### src/rtl/d_empn_rd_arb.sv
// Upstream FIFO empty_n/read steering among CH_NUM consumers, driven by a registered grant FSM.
// Optional per-channel beat totals are enabled with `define D_EMPN_BEAT_CNT_EN.
module d_empn_rd_arb #(
    parameter int CH_NUM = 4,
    parameter int DATA_W = 64,
    parameter int CNT_W  = 16
) (
    input  logic                    clk,
    input  logic                    reset,
    input  logic                    route_en,
    input  logic                    prio_rr,
    input  logic                    empty_n_from_gi,
    output logic                    read_for_gi,
    input  logic [DATA_W-1:0]       data_from_gi,
    input  logic [CH_NUM-1:0]       ch_req,
    input  logic [CH_NUM*CNT_W-1:0] ch_len,
    output logic [CH_NUM-1:0]       ch_empty_n,
    input  logic [CH_NUM-1:0]       ch_read,
    output logic [DATA_W-1:0]       ch_data,
    output logic [CH_NUM-1:0]       grant,
    output logic                    grant_valid,
    output logic [CH_NUM-1:0]       ch_done,
    output logic [CH_NUM-1:0]       ch_abort
`ifdef D_EMPN_BEAT_CNT_EN
    ,
    output logic [CH_NUM*32-1:0]    ch_beat_total
`endif
);

    localparam int PTR_W = (CH_NUM > 1) ? $clog2(CH_NUM) : 1;

    localparam logic [1:0] ST_IDLE = 2'd0;
    localparam logic [1:0] ST_LOAD = 2'd1;
    localparam logic [1:0] ST_XFER = 2'd2;
    localparam logic [1:0] ST_DONE = 2'd3;

    logic [1:0]        state_r;
    logic [CH_NUM-1:0] grant_r;
    logic [PTR_W-1:0]  gidx_r;
    logic [PTR_W-1:0]  rr_ptr_r;
    logic [CNT_W-1:0]  remain_r;
    logic              abort_r;

    logic [CH_NUM-1:0] win_oh_s;
    logic [PTR_W-1:0]  win_idx_s;
    logic              win_any_s;
    logic [CNT_W-1:0]  len_sel_s;
    logic              xfer_s;

    assign len_sel_s = ch_len[gidx_r*CNT_W +: CNT_W];
    assign xfer_s    = (state_r == ST_XFER) & route_en & empty_n_from_gi
                     & ch_read[gidx_r] & (remain_r != {CNT_W{1'b0}});

    // Winner search: fixed priority from index 0, or round-robin starting just after rr_ptr.
    always_comb begin
        int idx_v;
        idx_v     = 0;
        win_oh_s  = '0;
        win_idx_s = '0;
        win_any_s = 1'b0;
        for (int i = 0; i < CH_NUM; i++) begin
            if (prio_rr) begin
                idx_v = (int'(rr_ptr_r) + 1 + i) % CH_NUM;
            end else begin
                idx_v = i;
            end
            if (!win_any_s && ch_req[idx_v]) begin
                win_any_s        = 1'b1;
                win_oh_s[idx_v]  = 1'b1;
                win_idx_s        = PTR_W'(idx_v);
            end else begin
                win_any_s = win_any_s;
            end
        end
    end

    // Grant FSM with per-grant beat counting.
    always_ff @(posedge clk) begin
        if (reset) begin
            state_r  <= ST_IDLE;
            grant_r  <= '0;
            gidx_r   <= '0;
            rr_ptr_r <= '0;
            remain_r <= '0;
            abort_r  <= 1'b0;
        end else begin
            case (state_r)
                ST_IDLE: begin
                    if (route_en && win_any_s) begin
                        grant_r <= win_oh_s;
                        gidx_r  <= win_idx_s;
                        state_r <= ST_LOAD;
                    end
                end
                ST_LOAD: begin
                    remain_r <= len_sel_s;
                    state_r  <= (len_sel_s == {CNT_W{1'b0}}) ? ST_DONE : ST_XFER;
                end
                ST_XFER: begin
                    if (xfer_s) begin
                        remain_r <= remain_r - {{(CNT_W-1){1'b0}}, 1'b1};
                    end
                    // A dropped request ends the grant even while stalled; a beat in that cycle still counts.
                    if (!ch_req[gidx_r]) begin
                        abort_r <= 1'b1;
                        state_r <= ST_DONE;
                    end else if (xfer_s && (remain_r == {{(CNT_W-1){1'b0}}, 1'b1})) begin
                        state_r <= ST_DONE;
                    end
                end
                ST_DONE: begin
                    rr_ptr_r <= gidx_r;
                    grant_r  <= '0;
                    abort_r  <= 1'b0;
                    state_r  <= ST_IDLE;
                end
                default: begin
                    grant_r <= '0;
                    abort_r <= 1'b0;
                    state_r <= ST_IDLE;
                end
            endcase
        end
    end

    // Steer the upstream not-empty flag to the granted channel only during XFER.
    always_comb begin
        ch_empty_n = '0;
        if (state_r == ST_XFER) begin
            ch_empty_n[gidx_r] = route_en & empty_n_from_gi;
        end else begin
            ch_empty_n = '0;
        end
    end

    assign read_for_gi = xfer_s;
    assign ch_data     = data_from_gi;
    assign grant       = grant_r;
    assign grant_valid = (state_r != ST_IDLE);
    assign ch_done     = (state_r == ST_DONE) ? grant_r : '0;
    assign ch_abort    = ((state_r == ST_DONE) && abort_r) ? grant_r : '0;

`ifdef D_EMPN_BEAT_CNT_EN
    logic [31:0] beat_cnt_r [CH_NUM];

    // Saturating per-channel beat totals, cleared only by reset.
    always_ff @(posedge clk) begin
        if (reset) begin
            for (int i = 0; i < CH_NUM; i++) begin
                beat_cnt_r[i] <= 32'd0;
            end
        end else if (xfer_s && (beat_cnt_r[gidx_r] != 32'hFFFF_FFFF)) begin
            beat_cnt_r[gidx_r] <= beat_cnt_r[gidx_r] + 32'd1;
        end
    end

    for (genvar gi = 0; gi < CH_NUM; gi++) begin : g_total
        assign ch_beat_total[gi*32 +: 32] = beat_cnt_r[gi];
    end
`endif

endmodule

### config.mk
export PLATFORM = sky130hd
export DESIGN_NAME = d_empn_rd_arb
export DESIGN_NICKNAME = d
export VERILOG_FILES = /design/src/rtl/d_empn_rd_arb.sv
export SDC_FILE = /design/constraint.sdc
export NUM_CORES = 1
export LEC_CHECK = 0
export CAP_MARGIN = 20
export CORE_MARGIN = 4
export CORE_UTILIZATION = 32
export CTS_CLUSTER_DIAMETER = 80
export CTS_CLUSTER_SIZE = 40
export DETAILED_ROUTE_END_ITERATION = 8
export PLACE_DENSITY = 0.8
export SYNTH_ARGS = -nofsm -noshare
export SYNTH_HDL_FRONTEND = slang
export SYNTH_SLANG_ARGS = --single-unit
### constraint.sdc
create_clock -name clk -period 3.3 [get_ports clk]
set_input_delay 0.99 -clock clk [delete_from_list [all_inputs] [get_ports clk]]
set_output_delay 0.99 -clock clk [all_outputs]
set_load 0.02 [all_outputs]
# After elaboration in Yosys (flattened, before gate mapping)

Index checks and enable logic that the tools add are counted.

Multiplexer cells: 56
Reductions and logical operators: 30
$lt $le $gt $ge: 10
Equal/unequal tests: 8
Add/sub/neg operators: 5
Bitwise operators: 13
Shifts and indexed selects: 1

Operators by type and width:

| cell                                                                | count |
|---|---|
| greater-or-equal comparator 32 x 1 -> 1 bit (second input constant) | 4 |
| less-than comparator 32 x 4 -> 1 bit (second input constant)        | 4 |
| 2-to-1 mux 32 bit                                                   | 4 |
| indexed part select 64 x 7 -> 16 bit                                | 1 |
| 2-to-1 mux 4 bit                                                    | 8 |
| one-hot mux 16 bit (2 select lines)                                 | 1 |
| 2-to-1 mux 1 bit                                                    | 21 |
| == test 16 x 1 -> 1 bit (second input constant)                     | 1 |
| zero test 16 bit                                                    | 1 |
| 2-to-1 mux 16 bit                                                   | 1 |
| nonzero test 16 bit                                                 | 1 |
| subtractor 16 x 1 -> 16 bit (second input constant)                 | 1 |
| 2-to-1 mux 2 bit                                                    | 7 |
| binary-select mux 1 bit (select 2 bit)                              | 6 |
| OR 4 bit                                                            | 3 |
| logical AND 1 bit                                                   | 11 |
| demux 1 bit (select 2 bit)                                          | 5 |
| AND reduction 2 bit                                                 | 5 |
| one-hot mux 2 bit (4 select lines)                                  | 1 |
| one-hot mux 4 bit (2 select lines)                                  | 1 |
| nonzero test 2 bit                                                  | 4 |
| OR reduction 2 bit                                                  | 4 |
| inequality test 2 bit (second input constant)                       | 3 |
| AND 1 bit                                                           | 5 |
| other kinds (12)                                                    | 20 |

Logic and storage cells: 129
Bits of input ports: 141
Flip-flop bits (word level): 27
Output and inout port bits: 82

# Longest topological paths before layout

Word-level depth: 20
Mapped depth: 9
Mapped depth without buffers: 8

# Least setup slack after synthesis

Ideal clock, no wire load.

Path kind: input port to flip-flop
From: input port prio_rr
To: register state_r[0]
Arrival time: 3.045 ns
Buffers on the path: 2
Stages: 8
Library setup time: 0.117 ns
Required time: 3.183 ns
Setup slack: 0.138 ns
Path through: clkbuf_1 -> nor2b_1 -> mux4_2 -> or3_1 -> buf_6 -> o32ai_2 -> nor2_1 -> o22a_1

Longest elaborated chain between the ends: 17
Elaborated cells between the ends (all ways): 29
Those cells by class: eq/ne: 1; mux: 20; reduce/logical: 8

RTL lines:

| what                                                | RTL line | RTL |
|---|---|---|
| start, declared                                     | 11       | `input logic prio_rr,` |
| 2-to-1 mux 32 bit                                   | 62       | `if (prio_rr) begin` |
| binary-select mux 1 bit (select 2 bit)              | 67       | `if (!win_any_s && ch_req[idx_v]) begin` |
| 2-to-1 mux 1 bit (not written as such) (2 in a row) | 67       |  |
| 2-to-1 mux 1 bit                                    | 67       |  |
| zero test 1 bit                                     | 67       |  |
| logical AND 1 bit                                   | 67       |  |
| 2-to-1 mux 1 bit                                    | 67       |  |
| zero test 1 bit                                     | 67       |  |
| logical AND 1 bit                                   | 67       |  |
| 2-to-1 mux 1 bit                                    | 67       |  |
| zero test 1 bit                                     | 67       |  |
| logical AND 1 bit                                   | 67       |  |
| 2-to-1 mux 1 bit *                                  | 67       |  |
| logical AND 1 bit *                                 | 89       | `if (route_en && win_any_s) begin` |
| inequality test 2 bit (no line) *                   | -        |  |
| AND reduction 2 bit (no line) *                     | -        |  |
| end signal, assigned                                | 97       | `state_r <= (len_sel_s == {CNT_W{1'b0}}) ? ST_DONE : ST_XFER;` |
| end, declared                                       | 37       | `logic [1:0] state_r;` |

Mark *: on every way between the ends. The rest lies on a longest branch, timed or not. The select of a mux whose other input is x is not followed.
A chain may end at the register's enable or synchronous reset.

# Final worst setup path

From: input port route_en
To: output port ch_empty_n[1]

Longest elaborated chain between the ends: 3

RTL lines:

| what                | RTL line | RTL |
|---|---|---|
| start, declared     | 10       | `input logic route_en,` |
| AND 1 bit           | 130      | `ch_empty_n[gidx_r] = route_en & empty_n_from_gi;` |
| AND 4 bit (no line) | -        |  |
| 2-to-1 mux 4 bit    | 129      | `if (state_r == ST_XFER) begin` |
| end, declared       | 17       | `output logic [CH_NUM-1:0] ch_empty_n,` |

No other way between the ends.

==> results by group <==
Outcome
  – Status: completed

Power and ir drop
  – Power Dens Cells: 618 nW/um^2
  – P_leak: 1.43 nW
  – Peak supply drop: 0.402 mV
  – Pwr Total: 2.36 mW

Logic synthesis
  – Top cells by area, synth: dfxtp_1 (18%), buf_4 (16%), mux4_2 (14%), nand2_1 (5.3%), nor2_1 (4.6%)
  – Count leader, synth: buf_4
  – Post-synthesis async set-or-reset flop share: 0%
  – EDFF count, synth: 0
  – Ys Warns: 0
  – Netlist cell types: 55
  – Yosys top cell by area: dfxtp_1
  – Post-synth net total: 543
  – Synth Flop Type: dfxtp_1
  – Synthesized flop and latch total: 27
  – Mapped Cells: 395
  – Post-synth top cells: buf_4 (64), nand2_1 (43), nor2_1 (38), dfxtp_1 (27), a21oi_1 (25)
  – Sequential area share after synthesis: 17.6%
  – Syn avg cell area: 7.77 um^2
  – Cell Area, Synth: 3070 um^2
  – Yosys top cell area share: 17.6%

Worst setup path
  – Crit path arrival time: 2.24 ns
  – Reg-to-reg slack, setup: 0.68 ns
  – Critical Path End Type: output pin
  – Worst Reg-to-Reg Cells: 7
  – Critical R2R Launch: rr_ptr_r[0]
  – Crit path max fanout: 4
  – CP startpoint kind: primary input
  – Crit Reg-Reg Endpoint: grant[1]
  – Critical Path RT: 2.31 ns
  – Setup CP Type: in -> out

Floorplan
  – IO Count: 223
  – FP Rows: 35
  – Die Width: 106 um
  – DIE AREA: 11200 um^2
  – Core area: 9280 um^2
  – Initial core utilization: 33.0%
  – Chip height: 106 um

Timing
  – Slew HR: 49.7%
  – Highest Clock Rate: 0.310 GHz
  – Final Skew: 0.00625 ns
  – Tcrit/Tclk final: 97.8%
  – RSZ-0062 raised after global routing: false
  – Slew of the pin with the lowest slew margin: 0.748 ns
  – Setup violators final: 0
  – Post-layout min period: 3.23 ns
  – Final Hold Viols: 0
  – Number of max-slew violations in the final report: 0

Routing
  – Post-DR vias/cell: 5.54
  – Residual DRC: 0
  – Starting DRT DRC Count: 200
  – Drt first pass iters: 5
  – Via count: 3096
  – Post-route antenna net violation count: 0
  – Routed Wire Length: 9470 um
  – Routed wire length per instance: 16.9 um

Hold path
  – Min-delay src: remain_r[11]
  – Worst Hold End: remain_r[11]
  – Hold Path Stages: 2
  – Hold crit path type: reg -> reg

Global routing
  – GR Util All Layers: 16.2%
  – Total gr overflow: 0
  – Global route hottest layer: met2
  – Met3 usage: 4.61%
  – Met2 usage: 27.7%
  – Largest net degree at the start of global routing: 22
  – Vias in the first global route: 3094
  – First-pass GRT wire length: 15100 um
  – Initial antenna violation count: 0
  – Met1 Resource Use GR: 19.0%

Cells and area
  – Cell area after layout: 3820 um^2
  – Nets: 579
  – Reg area: 541 um^2
  – Area occupied by multi-input gates: 1910 um^2
  – Diodes inserted: 0
  – Area grow syn2layout: 24.4%
  – Filler Cell Count: 945
  – Share of cells above drive strength 1: 14.0%

Clocking
  – Clock buffer depth: 2
  – Clock latency at the later pin of the worst-skew pair: 0.28 ns
  – Setup bufs post-CTS: 0
  – CTS tree: built
  – # hold bufs at CTS: 0
  – Htree depth: 1
  – CTS Buf Count: 3
  – Root buffer cell: clkbuf_8
  – CTS resizes: 9
  – Clk sinks: 27
  – Clk slew on worst S/H paths: 0.10 ns

Placement
  – PortBufs: 94
  – Placer Congestion: 0.940
  – Placed cell area: 3770 um^2
  – HPWL Detailed: 7560 um

Run
  – Max-cap violations: 0
-- worst max-delay path by stage --
| stage | cells after the start | slack [ns] | startpoint | to |
|---|---|---|---|---|
| floorplan | 8 | 0.14 | prio_rr | state_r[0] |
| global placement | 5 | -0.31 | route_en | ch_empty_n[1] |
| detailed placement | 5 | -0.33 | route_en | ch_empty_n[1] |
| CTS | 5 | 0.0009 | ch_read[3] | read_for_gi |
| global route | 5 | 0.004 | route_en | ch_empty_n[1] |
| finish | 5 | 0.07 | route_en | ch_empty_n[1] |
-- placed cells by master (no fill, tap or decap), drive strengths merged, types with 3 or more instances in the layout --
cell | netlist | routed
a21oi | 25 | 25
dfxtp | 27 | 27
nand2 | 43 | 43
nand2b | 5 | 5
nand3b | 3 | 3
a31oi | 3 | 3
nor2 | 38 | 38
mux2i | 6 | 6
clkbuf | 19 | 4
o31ai | 4 | 4
o21ai | 23 | 23
and2 | 5 | 5
nor3 | 12 | 12
nand3 | 10 | 10
nand4 | 3 | 3
inv | 10 | 10
a22oi | 8 | 8
nor4 | 10 | 10
ha | 7 | 7
a21boi | 3 | 3
mux4 | 19 | 19
buf | 69 | 26
clkdlybuf4s50 | 0 | 89
and3 | 5 | 5
-- area by class of cell --
cell class,count,share of cell area (%)
tap,129,4.23
clock buffer,3,1.08
inverter,11,1.08
timing repair buffer,119,29.3
sequential,27,14.2
clock inverter,1,0.131
multi-input combinational,269,50.0
-- where the power goes --
| part | total (mW) | internal [mW] | switching, mW |
|---|---|---|---|
| clock | 0.201 | 0.0850 | 0.116 |
| combinational | 1.60 | 0.704 | 0.893 |
| sequential | 0.560 | 0.431 | 0.129 |
| total | 2.36 | 1.22 | 1.14 |
-- per-layer routing --
| metal | wire [um] | share of wire (%) | vias to the layer above |
|---|---|---|---|
| met5 | 0 | 0 | - |
| met4 | 343 | 3.6 | 0 |
| met3 | 920 | 9.7 | 40 |
| met2 | 4600 | 49 | 167 |
| met1 | 3610 | 38 | 1452 |
| li1 | - | - | 1437 |
-- logic make-up after synthesis --
family	synth area share [%]
simple gates	23.2
fa+ha+maj	2.85
flops	17.6
buf+inv	20.5
compound gates	19.9
mux	15.9
-- state kept, by name, summed over array words and instances (netlist names) --
register  flops
state_r       2
remain_r     16
grant         4
abort_r       1
gidx_r        2
rr_ptr_r      2
-- stage by stage --
step	util (%)	TNS, ns	cells	hold slack, ns	setup slack [ns]
2_1_floorplan	-	0	395	0.449	0.138
3_3_place_gp	40.6	-1.90	555	0.464	-0.314
6_report	41.1	0	559	0.486	0.0740
3_5_place_dp	40.6	-2.39	555	0.471	-0.327
4_1_cts	41.1	0	559	0.484	0.000897
5_1_grt	41.1	0	559	0.516	0.00382
-- worst max-delay path, cell delays in order --
cell	delay [ns]
clkdlybuf4s50_1	0.47
and3_1	0.25
nand2_1	0.09
nor2_2	0.15
clkdlybuf4s15_2	0.28
(Power assumes the default switching activity.)
